[src/rtl/neuron_stdp_unit_if.sv]
// Bundle of the signals between the STDP engine and its surroundings.
// It carries the spike/learning control inputs, the weight table read back
// from the synapse bank, and the LTP/LTD write ports that drive the bank.
//   master : the side driving spikes/weights and receiving write strobes
//   slave  : the STDP engine itself
interface neuron_stdp_unit_if;
    logic        ena;
    logic        learn_en;
    logic        tick;
    logic        pre_valid;
    logic [5:0]  addr;
    logic        post_spike;
    logic [31:0] wtab;
    logic        ltp_we;
    logic [3:0]  ltp_idx;
    logic [1:0]  ltp_wdata;
    logic        ltd_we;
    logic [3:0]  ltd_idx;
    logic [1:0]  ltd_wdata;
    logic        busy;

    modport master (
        output ena, learn_en, tick, pre_valid, addr, post_spike, wtab,
        input  ltp_we, ltp_idx, ltp_wdata, ltd_we, ltd_idx, ltd_wdata, busy
    );

    modport slave (
        input  ena, learn_en, tick, pre_valid, addr, post_spike, wtab,
        output ltp_we, ltp_idx, ltp_wdata, ltd_we, ltd_idx, ltd_wdata, busy
    );
endinterface

[src/rtl/neuron_stdp_unit.sv]
// STDP engine for the 16 programmable synapses of one neuron.
// Keeps a saturating-decay trace per programmable pre-synaptic input plus one
// post-synaptic trace. A post spike launches a 16-cycle sweep that potentiates
// synapses with a live pre trace; a pre spike inside the post window depresses
// the addressed synapse immediately.
// Ports:
//   clk   - clock
//   rst_n - asynchronous active-low reset
//   bus   - slave modport: ena, learn_en, tick, pre_valid, addr, post_spike,
//           wtab in; ltp_we/idx/wdata, ltd_we/idx/wdata, busy out
module neuron_stdp_unit #(
    parameter int TRACE_W   = 3,
    parameter int TRACE_MAX = 7
) (
    input  logic                 clk,
    input  logic                 rst_n,
    neuron_stdp_unit_if.slave    bus
);
    typedef enum logic {IDLE = 1'b0, SWEEP = 1'b1} state_t;

    localparam logic [TRACE_W-1:0] TRACE_LOAD = TRACE_W'(TRACE_MAX);
    localparam logic [TRACE_W-1:0] TRACE_ONE  = TRACE_W'(1);

    state_t             state_reg, state_next;
    logic [3:0]         sweep_idx_reg, sweep_idx_next;
    logic [TRACE_W-1:0] pre_trace_reg [16];
    logic [TRACE_W-1:0] post_trace_reg;
    logic [1:0]         w_entry [16];

    logic        ltp_we_reg, ltd_we_reg;
    logic [3:0]  ltp_idx_reg, ltd_idx_reg;
    logic [1:0]  ltp_wdata_reg, ltd_wdata_reg;

    logic        pre_load;
    logic [3:0]  pre_idx;
    logic [1:0]  w_pre, w_sweep;
    logic        ltd_fire, ltp_fire;

    // Unpack the weight table into one 2-bit entry per synapse.
    generate
        for (genvar gi = 0; gi < 16; gi++) begin : g_wtab
            assign w_entry[gi] = bus.wtab[2*gi +: 2];
        end
    endgenerate

    assign pre_load = bus.pre_valid && (bus.addr[5:4] == 2'b00);
    assign pre_idx  = bus.addr[3:0];
    assign w_pre    = w_entry[pre_idx];
    assign w_sweep  = w_entry[sweep_idx_reg];

    // Depression uses the post trace as it stood before this cycle's update.
    assign ltd_fire = pre_load && bus.learn_en && (post_trace_reg != '0) && (w_pre != 2'd0);

    // When depression hits the entry the sweep is looking at, depression wins.
    assign ltp_fire = (state_reg == SWEEP) && (pre_trace_reg[sweep_idx_reg] != '0)
                   && (w_sweep != 2'd3) && bus.learn_en
                   && !(ltd_fire && (pre_idx == sweep_idx_reg));

    // Pre traces: a spike reload beats a decay tick on the same entry.
    generate
        for (genvar gi = 0; gi < 16; gi++) begin : g_pre_trace
            always_ff @(posedge clk or negedge rst_n) begin
                if (!rst_n) begin
                    pre_trace_reg[gi] <= '0;
                end else if (bus.ena) begin
                    if (pre_load && (pre_idx == 4'(gi))) begin
                        pre_trace_reg[gi] <= TRACE_LOAD;
                    end else if (bus.tick && (pre_trace_reg[gi] != '0)) begin
                        pre_trace_reg[gi] <= pre_trace_reg[gi] - TRACE_ONE;
                    end
                end
            end
        end
    endgenerate

    always_ff @(posedge clk or negedge rst_n) begin
        if (!rst_n) begin
            post_trace_reg <= '0;
        end else if (bus.ena) begin
            if (bus.post_spike) begin
                post_trace_reg <= TRACE_LOAD;
            end else if (bus.tick && (post_trace_reg != '0)) begin
                post_trace_reg <= post_trace_reg - TRACE_ONE;
            end
        end
    end

    // Sweep FSM. A post spike during SWEEP only reloads the post trace.
    always_comb begin
        state_next     = state_reg;
        sweep_idx_next = sweep_idx_reg;
        unique case (state_reg)
            IDLE: begin
                if (bus.post_spike && bus.learn_en) begin
                    state_next     = SWEEP;
                    sweep_idx_next = 4'd0;
                end
            end
            SWEEP: begin
                sweep_idx_next = sweep_idx_reg + 4'd1;
                if (sweep_idx_reg == 4'd15) begin
                    state_next = IDLE;
                end
            end
            default: begin
                state_next     = IDLE;
                sweep_idx_next = 4'd0;
            end
        endcase
    end

    always_ff @(posedge clk or negedge rst_n) begin
        if (!rst_n) begin
            state_reg     <= IDLE;
            sweep_idx_reg <= 4'd0;
        end else if (bus.ena) begin
            state_reg     <= state_next;
            sweep_idx_reg <= sweep_idx_next;
        end
    end

    // Strobes drop while disabled so nothing is replayed when ena returns.
    always_ff @(posedge clk or negedge rst_n) begin
        if (!rst_n) begin
            ltp_we_reg    <= 1'b0;
            ltp_idx_reg   <= 4'd0;
            ltp_wdata_reg <= 2'd0;
            ltd_we_reg    <= 1'b0;
            ltd_idx_reg   <= 4'd0;
            ltd_wdata_reg <= 2'd0;
        end else if (!bus.ena) begin
            ltp_we_reg <= 1'b0;
            ltd_we_reg <= 1'b0;
        end else begin
            ltp_we_reg <= ltp_fire;
            ltd_we_reg <= ltd_fire;
            if (ltp_fire) begin
                ltp_idx_reg   <= sweep_idx_reg;
                ltp_wdata_reg <= w_sweep + 2'd1;
            end
            if (ltd_fire) begin
                ltd_idx_reg   <= pre_idx;
                ltd_wdata_reg <= w_pre - 2'd1;
            end
        end
    end

    assign bus.ltp_we    = ltp_we_reg;
    assign bus.ltp_idx   = ltp_idx_reg;
    assign bus.ltp_wdata = ltp_wdata_reg;
    assign bus.ltd_we    = ltd_we_reg;
    assign bus.ltd_idx   = ltd_idx_reg;
    assign bus.ltd_wdata = ltd_wdata_reg;
    assign bus.busy      = (state_reg == SWEEP);
endmodule

[src/flat_wrapper.sv]
// flat-port wrapper written by rule: the top's interface ports become plain ports
module neuron_stdp_unit_flat 
#(
    parameter int TRACE_W   = 3,
    parameter int TRACE_MAX = 7
)
  (clk, rst_n, bus_ena, bus_learn_en, bus_tick, bus_pre_valid, bus_addr, bus_post_spike, bus_wtab, bus_ltp_we, bus_ltp_idx, bus_ltp_wdata, bus_ltd_we, bus_ltd_idx, bus_ltd_wdata, bus_busy);
  neuron_stdp_unit_if bus_i ();
  input  logic clk;
  input  logic rst_n;
  input wire logic [$bits(bus_i.ena)-1:0] bus_ena;
  input wire logic [$bits(bus_i.learn_en)-1:0] bus_learn_en;
  input wire logic [$bits(bus_i.tick)-1:0] bus_tick;
  input wire logic [$bits(bus_i.pre_valid)-1:0] bus_pre_valid;
  input wire logic [$bits(bus_i.addr)-1:0] bus_addr;
  input wire logic [$bits(bus_i.post_spike)-1:0] bus_post_spike;
  input wire logic [$bits(bus_i.wtab)-1:0] bus_wtab;
  output wire logic [$bits(bus_i.ltp_we)-1:0] bus_ltp_we;
  output wire logic [$bits(bus_i.ltp_idx)-1:0] bus_ltp_idx;
  output wire logic [$bits(bus_i.ltp_wdata)-1:0] bus_ltp_wdata;
  output wire logic [$bits(bus_i.ltd_we)-1:0] bus_ltd_we;
  output wire logic [$bits(bus_i.ltd_idx)-1:0] bus_ltd_idx;
  output wire logic [$bits(bus_i.ltd_wdata)-1:0] bus_ltd_wdata;
  output wire logic [$bits(bus_i.busy)-1:0] bus_busy;
  assign bus_i.ena = bus_ena;
  assign bus_i.learn_en = bus_learn_en;
  assign bus_i.tick = bus_tick;
  assign bus_i.pre_valid = bus_pre_valid;
  assign bus_i.addr = bus_addr;
  assign bus_i.post_spike = bus_post_spike;
  assign bus_i.wtab = bus_wtab;
  assign bus_ltp_we = bus_i.ltp_we;
  assign bus_ltp_idx = bus_i.ltp_idx;
  assign bus_ltp_wdata = bus_i.ltp_wdata;
  assign bus_ltd_we = bus_i.ltd_we;
  assign bus_ltd_idx = bus_i.ltd_idx;
  assign bus_ltd_wdata = bus_i.ltd_wdata;
  assign bus_busy = bus_i.busy;
  neuron_stdp_unit #(.TRACE_W(TRACE_W), .TRACE_MAX(TRACE_MAX)) u_core (.clk(clk), .rst_n(rst_n), .bus(bus_i));
endmodule
[config.mk]
export PLATFORM = sky130hd
export DESIGN_NAME = neuron_stdp_unit_flat
export DESIGN_NICKNAME = d
export VERILOG_FILES = /design/src/rtl/neuron_stdp_unit_if.sv /design/src/rtl/neuron_stdp_unit.sv /design/src/flat_wrapper.sv
export SDC_FILE = /design/constraint.sdc
export NUM_CORES = 1
export LEC_CHECK = 0
export CAP_MARGIN = 10
export CORE_MARGIN = 5
export CORE_UTILIZATION = 56
export DETAILED_ROUTE_END_ITERATION = 8
export PLACE_DENSITY = 0.81
export SYNTH_ARGS = -nofsm -noshare
export SYNTH_HDL_FRONTEND = slang
export SYNTH_SLANG_ARGS = --single-unit
[constraint.sdc]
create_clock -name clk -period 4.4 [get_ports clk]
set_input_delay 0.44 -clock clk [delete_from_list [all_inputs] [get_ports clk]]
set_output_delay 0.44 -clock clk [all_outputs]
set_load 0.005 [all_outputs]
==> qor.yml <==
die_x_um: 99.7
core_area_mm2: 0.00777
wl_per_cell_um: 17.3
drt_wl_total_mm: 10.7
drt_drc_violations_left: 0
yosysWarnings: 0
setup_viol: 0
gp_congestion: 0.987
root_buffer: "clkbuf_8"
firstDrtPassIters: 5
p_per_area_mw_per_mm2: 542
overflow: 0
grt_pass1_wl_mm: 18.5
synth_top_area_cell: "dfrtp_1"
synth.yosys.seq_area_share: 0.389
dpl.hpwl_mm: 8.12
largest_reg_flops: 48
track_usage: 0.236
endpoint_kind: "register"
vias: 3638
status: "completed"
final_common_cell: "dfrtp_1"
finClkSkew_ps: 7.52
rows: 32
fmax_mhz: 282
p_leak_uw: 0.00253
cp-start-kind: "input port"
yosys.cell_types.count: 51
fin_crit_ps: 3550
slew_headroom: 0.468
cts_tree: "yes"
fin_nets: 595
worst-path-max-fanout: 9
required_ps: 4630
multi_input_area_mm2: 0.00246
boundaryPins: 60
maxSlewViolCount: 0
use_met1: 0.284
htreeDepth: 3
grt_use_met2: 0.416
cts_buffer_depth: 2
seq_area_mm2: 0.00175
synthTopCellsByArea: "dfrtp_1 39%, mux4_2 11%, ha_1 10%"
synthArstFlopShare: 1.00
fin_crit_sh: 0.806
reg2reg_from: "u_core.sweep_idx_reg[0]"
p_comb_frac: 0.400
final_cell_mix: "70 x dfrtp_1, 64 x nor2_1, 58 x clkdlybuf4s50_1"
synth_nets: 539
avgSynthCellArea_um2: 9.86
clock_sinks: 70
ctsResizeCount: 0
grt_pass1_vias: 3858
start_util: 0.580
drt-initial-drc-count: 206
synthesis.area_mm2: 0.00451
ctsHoldBuffers: 0
clkPwrFrac: 0.197
antennaDiodeCount: 0
die-area_mm2: 0.00994
cp.arrival_ps: 3780
postRouteAntennaNets: 0
clk_pin_slew_worst_paths_ps: 80
setup_tns_ps: 0
r2r_end: "u_core.bus.ltp_idx[0]"
power_switching_uw: 1060
seqPwrFrac: 0.403
syn_inst: 457
synth_top_cell_area_share: 0.389
worstMarginPinSlew_ps: 798
syn2layout_area_growth_pct: 19.6
reg2reg_depth: 7
clock_latency_ps: 340
holdWs_ps: 97.9
vias_per_cell: 5.87
io_buffers: 59
cts_setup_buffers: 0
ys.flop_type: "dfrtp_1"
grt_most_used_layer: "met2"
hold_viol_final: 0
fill_cells: 571
die_h_um: 99.7
grt_max_degree: 44
rsz0062_at_grt: "no"
met3_usage: 0.0540
r2r_slack_ps: 1120
cts_buffers: 9
synth-edff-count: 0
maxCapViolations: 0
ir_drop_mv: 0.226
critical_path_class: "in -> reg"
antenna_found_initial: 0
intPower_uw: 1870
swShare: 0.361
worst_hold_path_type: "in -> async"
drive_gt1_frac: 0.108
synth_seq_cells: 70
## cells by family (layout without fill, tap and decap cells)
kind of cell / after synthesis / in the layout / share of synthesized area
AOI/OAI and AO/OA: 94 / 94 / 0.133
xor gates and xnor gates: 4 / 4 / 0.00944
adders and majority gates: 37 / 37 / 0.103
buffers and inverters: 76 / 137 / 0.0661
DFF: 70 / 70 / 0.389
muxes: 33 / 33 / 0.140
and+or+nand+nor: 143 / 143 / 0.160
## worst max path at each step
stage	cells past startpoint	end	start	slack (ps)
finish	10	u_core.bus.ltp_idx[0]	bus_addr[0]	850
global route	10	u_core.bus.ltp_idx[0]	bus_addr[0]	690
CTS	10	u_core.bus.ltp_idx[0]	bus_addr[0]	830
detailed placement	10	u_core.bus.ltp_idx[0]	bus_addr[0]	470
global placement	10	u_core.bus.ltp_idx[1]	bus_addr[0]	620
floorplan	11	u_core.bus.ltp_idx[0]	bus_addr[1]	1200
## synth_stat cells (2+ instances only)
| cell type | number |
|---|---|
| nand3_1 | 2 |
| o21a_1 | 12 |
| inv_1 | 57 |
| nand2b_1 | 3 |
| clkbuf_1 | 10 |
| a31oi_1 | 5 |
| a41oi_1 | 5 |
| xor2_1 | 3 |
| dfrtp_1 | 70 |
| mux4_2 | 22 |
| a22oi_1 | 2 |
| mux2_2 | 4 |
| nor4_1 | 7 |
| nor2b_1 | 23 |
| mux2_4 | 4 |
| ha_1 | 37 |
| nor2_1 | 64 |
| a21oi_1 | 51 |
| buf_2 | 6 |
| or3b_1 | 2 |
| o21ai_0 | 8 |
| nor3_1 | 3 |
| a22o_1 | 2 |
| nand2_1 | 21 |
| and3b_1 | 6 |
| mux2i_1 | 3 |
## layout make-up
type | count | share of cell area
clock buffer | 13 | 0.0276
clock inverter | 3 | 0.0125
inverter | 57 | 0.0397
multi-input combinational | 311 | 0.456
sequential | 70 | 0.325
tap | 102 | 0.0237
timing repair buffer | 64 | 0.116
## per-stage QoR
stage          utilization  total power, µW  area (µm²)  setup WS, ps  std cells
3_3_place_gp         0.666             2260        5170           620        604
6_report             0.694             2920        5390           852        620
3_5_place_dp         0.666             2370        5170           471        604
5_1_grt              0.694             3170        5390           689        620
2_1_floorplan            -             1950        4510          1200        457
4_1_cts              0.694             2950        5390           834        620
## worst max-delay path, cell delays in order
cell and delay, ps:
clkdlybuf4s50_1 810, mux4_2 580, mux4_2 480, inv_1 80
ha_1 190, nor4_2 80, a2111oi_4 360, nand2_2 130
o21ai_4 280, mux2_4 340
## metal layers
metal / vias to the layer above / wire length [µm] / part of all wire
met5: - / 0 / 0
met3: 17 / 848 / 0.079
li1: 1713 / - / -
met2: 144 / 5410 / 0.50
met1: 1764 / 4300 / 0.40
met4: 0 / 177 / 0.016
## power by group through the flow
stage	logic, µW	registers, µW	clock network, µW
2_1_floorplan	882	1060	0
3_3_place_gp	1090	1170	0
3_5_place_dp	1180	1190	0
4_1_cts	1180	1180	589
5_1_grt	1320	1230	624
6_report	1170	1180	575
No activity file was read; power rests on OpenSTA's default activity.
